==> src/rtl/rf_wb_arbiter.sv <==
`default_nettype none
// ============================================================================
// Module   : rf_wb_arbiter
// Purpose  : Register-file write port driver. Merges ALU results (priority)
//            with queued memory results; bounded starvation of the queue.
// Revision : 1.0 - initial release
// ============================================================================
module rf_wb_arbiter #(
    parameter int DATA_W     = 32,
    parameter int ADDR_W     = 5,
    parameter int FIFO_DEPTH = 4,
    parameter int STARVE_MAX = 4
) (
    input  logic                              clk,
    input  logic                              rst,
    input  logic                              alu_valid,
    output logic                              alu_ready,
    input  logic [ADDR_W-1:0]                 alu_rd,
    input  logic [DATA_W-1:0]                 alu_data,
    input  logic                              mem_valid,
    output logic                              mem_ready,
    input  logic [ADDR_W-1:0]                 mem_rd,
    input  logic [DATA_W-1:0]                 mem_data,
    output logic                              wb_we,
    output logic [ADDR_W-1:0]                 wb_addr,
    output logic [DATA_W-1:0]                 wb_data,
    output logic [$clog2(FIFO_DEPTH+1)-1:0]   fifo_count
);

    localparam int c_PTR_W = $clog2(FIFO_DEPTH);
    localparam int c_CNT_W = $clog2(FIFO_DEPTH + 1);
    localparam int c_STV_W = $clog2(STARVE_MAX + 1);
    localparam logic [c_CNT_W-1:0] c_FULL    = c_CNT_W'(FIFO_DEPTH);
    localparam logic [c_STV_W-1:0] c_STV_MAX = c_STV_W'(STARVE_MAX);

    logic [ADDR_W-1:0]  rd_mem_q  [FIFO_DEPTH];
    logic [ADDR_W-1:0]  rd_mem_d  [FIFO_DEPTH];
    logic [DATA_W-1:0]  dat_mem_q [FIFO_DEPTH];
    logic [DATA_W-1:0]  dat_mem_d [FIFO_DEPTH];
    logic [c_PTR_W-1:0] wr_ptr_q, wr_ptr_d;
    logic [c_PTR_W-1:0] rd_ptr_q, rd_ptr_d;
    logic [c_CNT_W-1:0] count_q, count_d;
    logic [c_STV_W-1:0] starve_q, starve_d;
    logic               wb_we_q, wb_we_d;
    logic [ADDR_W-1:0]  wb_addr_q, wb_addr_d;
    logic [DATA_W-1:0]  wb_data_q, wb_data_d;

    logic w_nonempty;
    logic w_force;
    logic w_push;
    logic w_pop;

    // Handshakes use only registered state, so a pop never frees a slot the
    // same cycle and ready never depends on valid.
    always_comb begin
        w_nonempty = (count_q != '0);
        w_force    = w_nonempty && (starve_q == c_STV_MAX);
        alu_ready  = !rst && !w_force;
        mem_ready  = !rst && (count_q != c_FULL);
        w_push     = mem_valid && mem_ready && (mem_rd != '0);
        w_pop      = w_force || (!alu_valid && w_nonempty);
    end

    always_comb begin
        wb_we_d   = 1'b0;
        wb_addr_d = wb_addr_q;
        wb_data_d = wb_data_q;
        starve_d  = starve_q;
        if (w_pop) begin
            wb_we_d   = 1'b1;
            wb_addr_d = rd_mem_q[rd_ptr_q];
            wb_data_d = dat_mem_q[rd_ptr_q];
            starve_d  = '0;
        end else if (alu_valid) begin
            wb_we_d = (alu_rd != '0);
            if (alu_rd != '0) begin
                wb_addr_d = alu_rd;
                wb_data_d = alu_data;
            end
            if (w_nonempty && (starve_q != c_STV_MAX)) begin
                starve_d = starve_q + c_STV_W'(1);
            end
        end
        if (!w_nonempty) begin
            starve_d = '0;
        end
    end

    always_comb begin
        rd_mem_d  = rd_mem_q;
        dat_mem_d = dat_mem_q;
        wr_ptr_d  = wr_ptr_q;
        rd_ptr_d  = rd_ptr_q;
        count_d   = count_q;
        if (w_push) begin
            rd_mem_d[wr_ptr_q]  = mem_rd;
            dat_mem_d[wr_ptr_q] = mem_data;
            wr_ptr_d            = wr_ptr_q + c_PTR_W'(1);
        end
        if (w_pop) begin
            rd_ptr_d = rd_ptr_q + c_PTR_W'(1);
        end
        case ({w_push, w_pop})
            2'b10:   count_d = count_q + c_CNT_W'(1);
            2'b01:   count_d = count_q - c_CNT_W'(1);
            default: count_d = count_q;
        endcase
    end

    always_ff @(posedge clk or posedge rst) begin
        if (rst) begin
            for (int i = 0; i < FIFO_DEPTH; i++) begin
                rd_mem_q[i]  <= '0;
                dat_mem_q[i] <= '0;
            end
            wr_ptr_q  <= '0;
            rd_ptr_q  <= '0;
            count_q   <= '0;
            starve_q  <= '0;
            wb_we_q   <= 1'b0;
            wb_addr_q <= '0;
            wb_data_q <= '0;
        end else begin
            rd_mem_q  <= rd_mem_d;
            dat_mem_q <= dat_mem_d;
            wr_ptr_q  <= wr_ptr_d;
            rd_ptr_q  <= rd_ptr_d;
            count_q   <= count_d;
            starve_q  <= starve_d;
            wb_we_q   <= wb_we_d;
            wb_addr_q <= wb_addr_d;
            wb_data_q <= wb_data_d;
        end
    end

    assign wb_we      = wb_we_q;
    assign wb_addr    = wb_addr_q;
    assign wb_data    = wb_data_q;
    assign fifo_count = count_q;

endmodule
`default_nettype wire
==> config.mk <==
export PLATFORM = sky130hd
export DESIGN_NAME = rf_wb_arbiter
export DESIGN_NICKNAME = d
export VERILOG_FILES = /design/src/rtl/rf_wb_arbiter.sv
export SDC_FILE = /design/constraint.sdc
export NUM_CORES = 1
export LEC_CHECK = 0
export BUFFER_PORTS_ARGS = -buffer_cell sky130_fd_sc_hd__buf_2
export CAP_MARGIN = 25
export CORE_MARGIN = 5
export CORE_UTILIZATION = 53
export CTS_CLUSTER_SIZE = 24
export DETAILED_ROUTE_END_ITERATION = 10
export GPL_TIMING_DRIVEN = 0
export PLACE_DENSITY = 0.76
export SLEW_MARGIN = 20
export SYNTH_ARGS = -nofsm -noshare
export SYNTH_HDL_FRONTEND = slang
export SYNTH_SLANG_ARGS = --single-unit
==> constraint.sdc <==
create_clock -name clk -period 6.2 [get_ports clk]
set_input_delay 1.24 -clock clk [delete_from_list [all_inputs] [get_ports clk]]
set_output_delay 1.24 -clock clk [all_outputs]
set_load 0.03 [all_outputs]
==> Yosys cells after proc, flatten, opt, wreduce, memory -nomap -nowiden <==
Index checks and enable logic that the tools add are counted.
{ "classes": {"add_sub_neg": 5, "magnitude_cmp": 3, "eq_ne": 7, "mux": 25, "bitwise_logic": 2, "reduce_logical": 20} }
{ "op_table": {"columns": ["op", "n"], "rows": [
  ["$mux W32", 6],
  ["$bwmux W128", 1],
  ["$bmux W32 S2", 1],
  ["$demux W32 S2", 1],
  ["$mux W5", 6],
  ["$bwmux W20", 1],
  ["$mux W3", 4],
  ["$bmux W5 S2", 1],
  ["$demux W5 S2", 1],
  ["$reduce_bool A5 Y1", 2],
  ["$logic_and A1 B1 Y1", 8],
  ["$add A3 B1 Y3 const B", 2],
  ["$ge A3 B3 Y1 const B", 2],
  ["$ne A3 B3 Y1 const B", 2],
  ["$not A2 Y3", 2],
  ["$pmux W3 S2", 1],
  ["$reduce_bool A2 Y1", 3],
  ["$add A2 B1 Y2 const B", 2],
  ["$reduce_and A2 Y1", 2],
  ["$eq A3 B3 Y1 const B", 1],
  ["$logic_not A1 Y1", 3],
  ["$lt A3 B1 Y1 const B", 1],
  ["$ne A3 B1 Y1 const B", 1],
  ["$ne A3 B2 Y1 const B", 1],
  ["6 further kinds", 7]
]} }
{ "word_totals": {"regBits": 196, "out_inout_bits": 43, "wordCells": 77} }

==> Logic depth before layout (Yosys ltp) <==
{ "depth": {"depth_word": 6, "mapped_depth": 11, "mapped_depth_nobuf": 10} }

==> Worst setup path after synthesis <==
No wires, ideal clock.
{ "synth_timing": {"path_kind": "input -> register", "from": "input rst", "to": "register count_q[2] (netlist: fifo_count[2])", "setup_ns": 0.137, "arrival_time_ns": 2.910, "required_time_ns": 6.063, "setup_slack_ns": 3.153, "cell_stages": 7, "cell_sequence": "nor2_1 -> nand3_1 -> ha_1 -> fa_1 -> xnor2_1 -> nor2_1 -> xor2_1"} }
{ "synth_between": {"elab_chain_cells": 6, "elab_cells_between_ends": 8, "classes_between": "eq/ne: 2; mux: 1; reduce/logical: 5"} }
{ "synth_lines": {"columns": ["element", "line", "rtl"], "rows": [
  ["from (decl)", "15", "input logic rst,"],
  ["$logic_not A1 Y1 (no source line) (*)", null, null],
  ["$logic_and A1 B1 Y1 (*)", "59", "mem_ready = !rst && (count_q != c_FULL);"],
  ["$logic_and A1 B1 Y1 (*) (2 in a row)", "60", "w_push = mem_valid && mem_ready && (mem_rd != '0);"],
  ["$eq A2 B1 Y1 / $eq A2 B2 Y1 (equally long branches)", "103", "case ({w_push, w_pop})"],
  ["$pmux W3 S2 / $reduce_bool A2 Y1 (equally long branches)", null, null],
  ["to (signal assigned)", "128", "count_q <= count_d;"],
  ["to (decl)", "42", "logic [c_CNT_W-1:0] count_q, count_d;"]
]} }
Every way passes the cells marked *; elsewhere a longest branch is shown, timed or not.
A chain may end at the register's enable or synchronous reset.

==> Worst setup path in the final report <==
{ "layout_timing": {"from": "input alu_valid", "to": "register count_q[2] (netlist: fifo_count[2])"} }
{ "layout_between": {"elab_chain_cells": 5, "elab_cells_between_ends": 7, "classes_between": "eq/ne: 2; mux: 1; reduce/logical: 4"} }
{ "layout_lines": {"columns": ["element", "line", "rtl"], "rows": [
  ["from (decl)", "16", "input logic alu_valid,"],
  ["$logic_not A1 Y1 (*)", "61", "w_pop = w_force || (!alu_valid && w_nonempty);"],
  ["$logic_and A1 B1 Y1 (*)", "61", null],
  ["$logic_or A1 B1 Y1 (*)", "61", null],
  ["$eq A2 B1 Y1 / $eq A2 B2 Y1 (equally long branches)", "103", null],
  ["$pmux W3 S2 / $reduce_bool A2 Y1 (equally long branches)", null, null]
]} }
Marked as above.

==> qor.yml <==
clocking:
  worstSkewPairLatency_ns: 0.44
  clk_pin_slew_ns: 0.07
  ctsResizeCount: 0
  cts_max_level: 4
  cts_num_sinks: 196
  clockRootBuffer: "clkbuf_16"
  clk_path_buf_depth: 2
  cts_tree: "yes"
  postCtsSetupBuffers: 0
  cts_inserted_buffers: 17
  cts_hold_buf: 0
sta:
  worst_slack_ns: 3.19
  setup_tns_ns: 0
  fin_crit_ns: 3.01
  finalSetupViolations: 0
  slew_headroom_pct: 54.8
  min_period_over_period_pct: 48.5
  tightest_slew_ns: 0.677
  drv_slew: 0
  hold_viol: 0
  skew_ns: 0.0113
  max_freq_ghz: 0.333
  rsz0062_at_grt: "false"
floorplan:
  row_count: 49
  io_pins: 121
  core_area_mm2: 0.0180
  die_w_um: 145
  initial_core_util_pct: 53.7
  die_y_um: 145
  dieArea_mm2: 0.0210
place:
  dp_hpwl_mm: 17.2
  routabilityCongestion: 0.816
  place_inst: 1011
  dpl-instance-area_mm2: 0.0107
  pre_cts_slack_ns: 2.76
  io_buffer_count: 119
routing:
  first_iter_violations: 600
  route.detailed.drc: 0
  wl_per_cell_um: 23.4
  via_per_inst: 6.04
  wirelength_mm: 24.4
  vias: 6302
  ant_nets: 0
  drtPass1Iterations: 4
pwr:
  netSwitchingFraction_pct: 33.7
  p_int_mw: 4.07
  irDropWorstVdd_uv: 291
  p_per_area_mw_per_mm2: 543
  p_sw_mw: 2.07
  seq_power_share_pct: 38.2
  pwr-share-clk_pct: 19.5
  combPwrFrac_pct: 42.3
  leakagePower_nw: 5.05
layout:
  stdcell_count: 1044
  drive_above_1_share_pct: 45.5
  final_cell_area_mm2: 0.0113
  final_core_util_pct: 62.9
  area_growth_pct: 17.0
  nNetsFinal: 887
global_route:
  grt_max_degree: 37
  overflow: 0
  antenna_found_initial: 1
  grt_pass1_vias: 6973
  grt_first_pass_wirelength_mm: 38.4
  grt_usage_pct: 23.1
setup_path:
  crit_arrival_ns: 3.33
  cp-end-kind: "flip-flop"
  worst-path-max-fanout: 9
  worstPathRequired_ns: 6.52
  critPathLaunch: "alu_valid"
  reg2reg_from: "fifo_count[0]$_DFFE_PP0P_"
  path_class: "in2reg"
  startpoint_type: "input pin"
synthesis:
  yosysWarnings: 0
  syn_inst: 657
  ys_seq_area_share_pct: 50.8
  synthMuxAreaShare_pct: 30.8
  yosys.area_share.simple_pct: 7.37
  synthesis.nets: 743
  yosys.area.top_type_share_pct: 50.8
  yosysUniqueCellTypes: 30
  ys_ff_latch: 196
  synth_compound_area_share_pct: 5.02
  synth.cell_area_mm2: 0.00965
  synth_area_leaders: "dfrtp_1 51%, mux2_4 19%, mux4_2 8.6%"
  synth_adder_area_share_pct: 1.11
  synth_area_per_cell_um2: 14.7
  synth_top_family_by_area: "multiplexers"
  yosys.area_share.xor_xnor_pct: 0.635
  yosysTopAreaCell: "dfrtp_1"
min_path:
  hold_start: "starve_q[0]$_DFFE_PP0P_"
  hp-class: "reg2reg"
run_status:
  status: "complete, no violations"
job:
  drv_cap: 0
-- state kept, by name, indices dropped and copies added, names as in the netlist --
register	flops
wb_addr	5
wb_we	1
rd_ptr_q	2
starve_q	3
fifo_count	3
dat_mem_q	128
rd_mem_q	20
wr_ptr_q	2
wb_data	32
-- metal layers --
metal  vias up  track usage (%)  routed length (µm)
li1       2699                -                   -
met1      3311             29.8               10100
met2       234             38.4               12400
met3        58             4.61                1070
met4         0             9.42                 861
met5         -                0                   0
-- cells in the final DEF (no fill, tap or decap), types with 2 or more instances in the layout --
| cell | count |
|---|---|
| a221oi_1 | 4 |
| a31oi_1 | 65 |
| buf_1 | 2 |
| buf_12 | 18 |
| buf_2 | 127 |
| buf_4 | 2 |
| bufinv_16 | 5 |
| clkbuf_1 | 25 |
| clkbuf_16 | 17 |
| clkinvlp_4 | 4 |
| dfrtp_1 | 196 |
| diode_2 | 2 |
| ha_1 | 7 |
| inv_1 | 7 |
| mux2_2 | 30 |
| mux2_4 | 120 |
| mux4_2 | 37 |
| nand2_1 | 10 |
| nand3_1 | 36 |
| nor2_1 | 46 |
| nor2_8 | 4 |
| nor2b_1 | 32 |
| xnor2_1 | 6 |
-- Yosys cell counts --
cell type / instances
buf_4: 2
dfrtp_1: 196
nand2_1: 10
or3_1: 1
xnor2_1: 6
a21o_1: 1
nor2b_1: 32
nor3_1: 1
inv_1: 8
nor3b_1: 1
o211ai_1: 1
nor2_8: 4
a221oi_1: 4
buf_2: 8
mux2_2: 30
a31oi_1: 65
nor2_1: 46
a211o_4: 1
a21bo_2: 1
nor3_2: 1
clkbuf_1: 21
buf_12: 12
mux2_4: 120
ha_1: 7
mux4_2: 37
fa_1: 1
buf_1: 2
nor4_2: 1
nand3_1: 36
xor2_1: 1
-- metrics by stage --
| step | hold slack (ns) | power, mW |
|---|---|---|
| final | 0.469 | 6.14 |
| after global routing | 0.499 | 6.42 |
| after CTS | 0.474 | 6.15 |
| after detailed placement | 0.464 | 4.92 |
| after global placement | 0.445 | 4.76 |
| after floorplan | 0.431 | 4.26 |
-- worst max-delay path, cell delays in order --
cell and delay (ns):
clkbuf_1 0.41, a21o_1 0.19, buf_2 0.21, inv_1 0.20
ha_1 0.28, fa_1 0.39, xnor2_1 0.19, nor2_1 0.07
xor2_1 0.14
-- layout make-up --
cell class | count | area (µm²)
Antenna cell | 2 | 5.00
Clock inverter | 9 | 178
Multi-Input combinational cell | 408 | 4340
Clock buffer | 22 | 454
Buffer | 45 | 382
Timing Repair Buffer | 125 | 716
Fill cell | 1315 | 6670
Sequential cell | 196 | 4900
Tap cell | 229 | 287
Inverter | 8 | 33.8
-- cells by family after synthesis --
group                    count (synthesis)
adder cells (fa/ha/maj)                  8
buffers and inverters                   53
AND/OR/NAND/NOR                        133
multiplexers                           187
AO/OA/AOI/OAI                           73
flip-flops                             196
XOR/XNOR                                 7
-- final timing paths --
kind	end	slack (ns)	cells past startpoint
min	starve_q[0]$_DFFE_PP0P_	0.47	1
min in group asynchronous	fifo_count[1]$_DFFE_PP0P_	0.80	2
max	fifo_count[2]$_DFFE_PP0P_	3.19	9
max in group asynchronous	dat_mem_q[75]$_DFFE_PP0P_	4.47	5
min reg2reg	starve_q[0]$_DFFE_PP0P_	0.47	1
max reg2reg	fifo_count[2]$_DFFE_PP0P_	3.57	9
-- power groups by stage --
stage	sequential, mW	clock (mW)	combinational, mW
global route	2.41	1.26	2.75
floorplan	2.48	0	1.78
detailed placement	2.33	0	2.59
finish	2.34	1.20	2.60
global placement	2.26	0	2.49
CTS	2.33	1.21	2.61
Note: power is estimated with default switching activity, not from simulation.
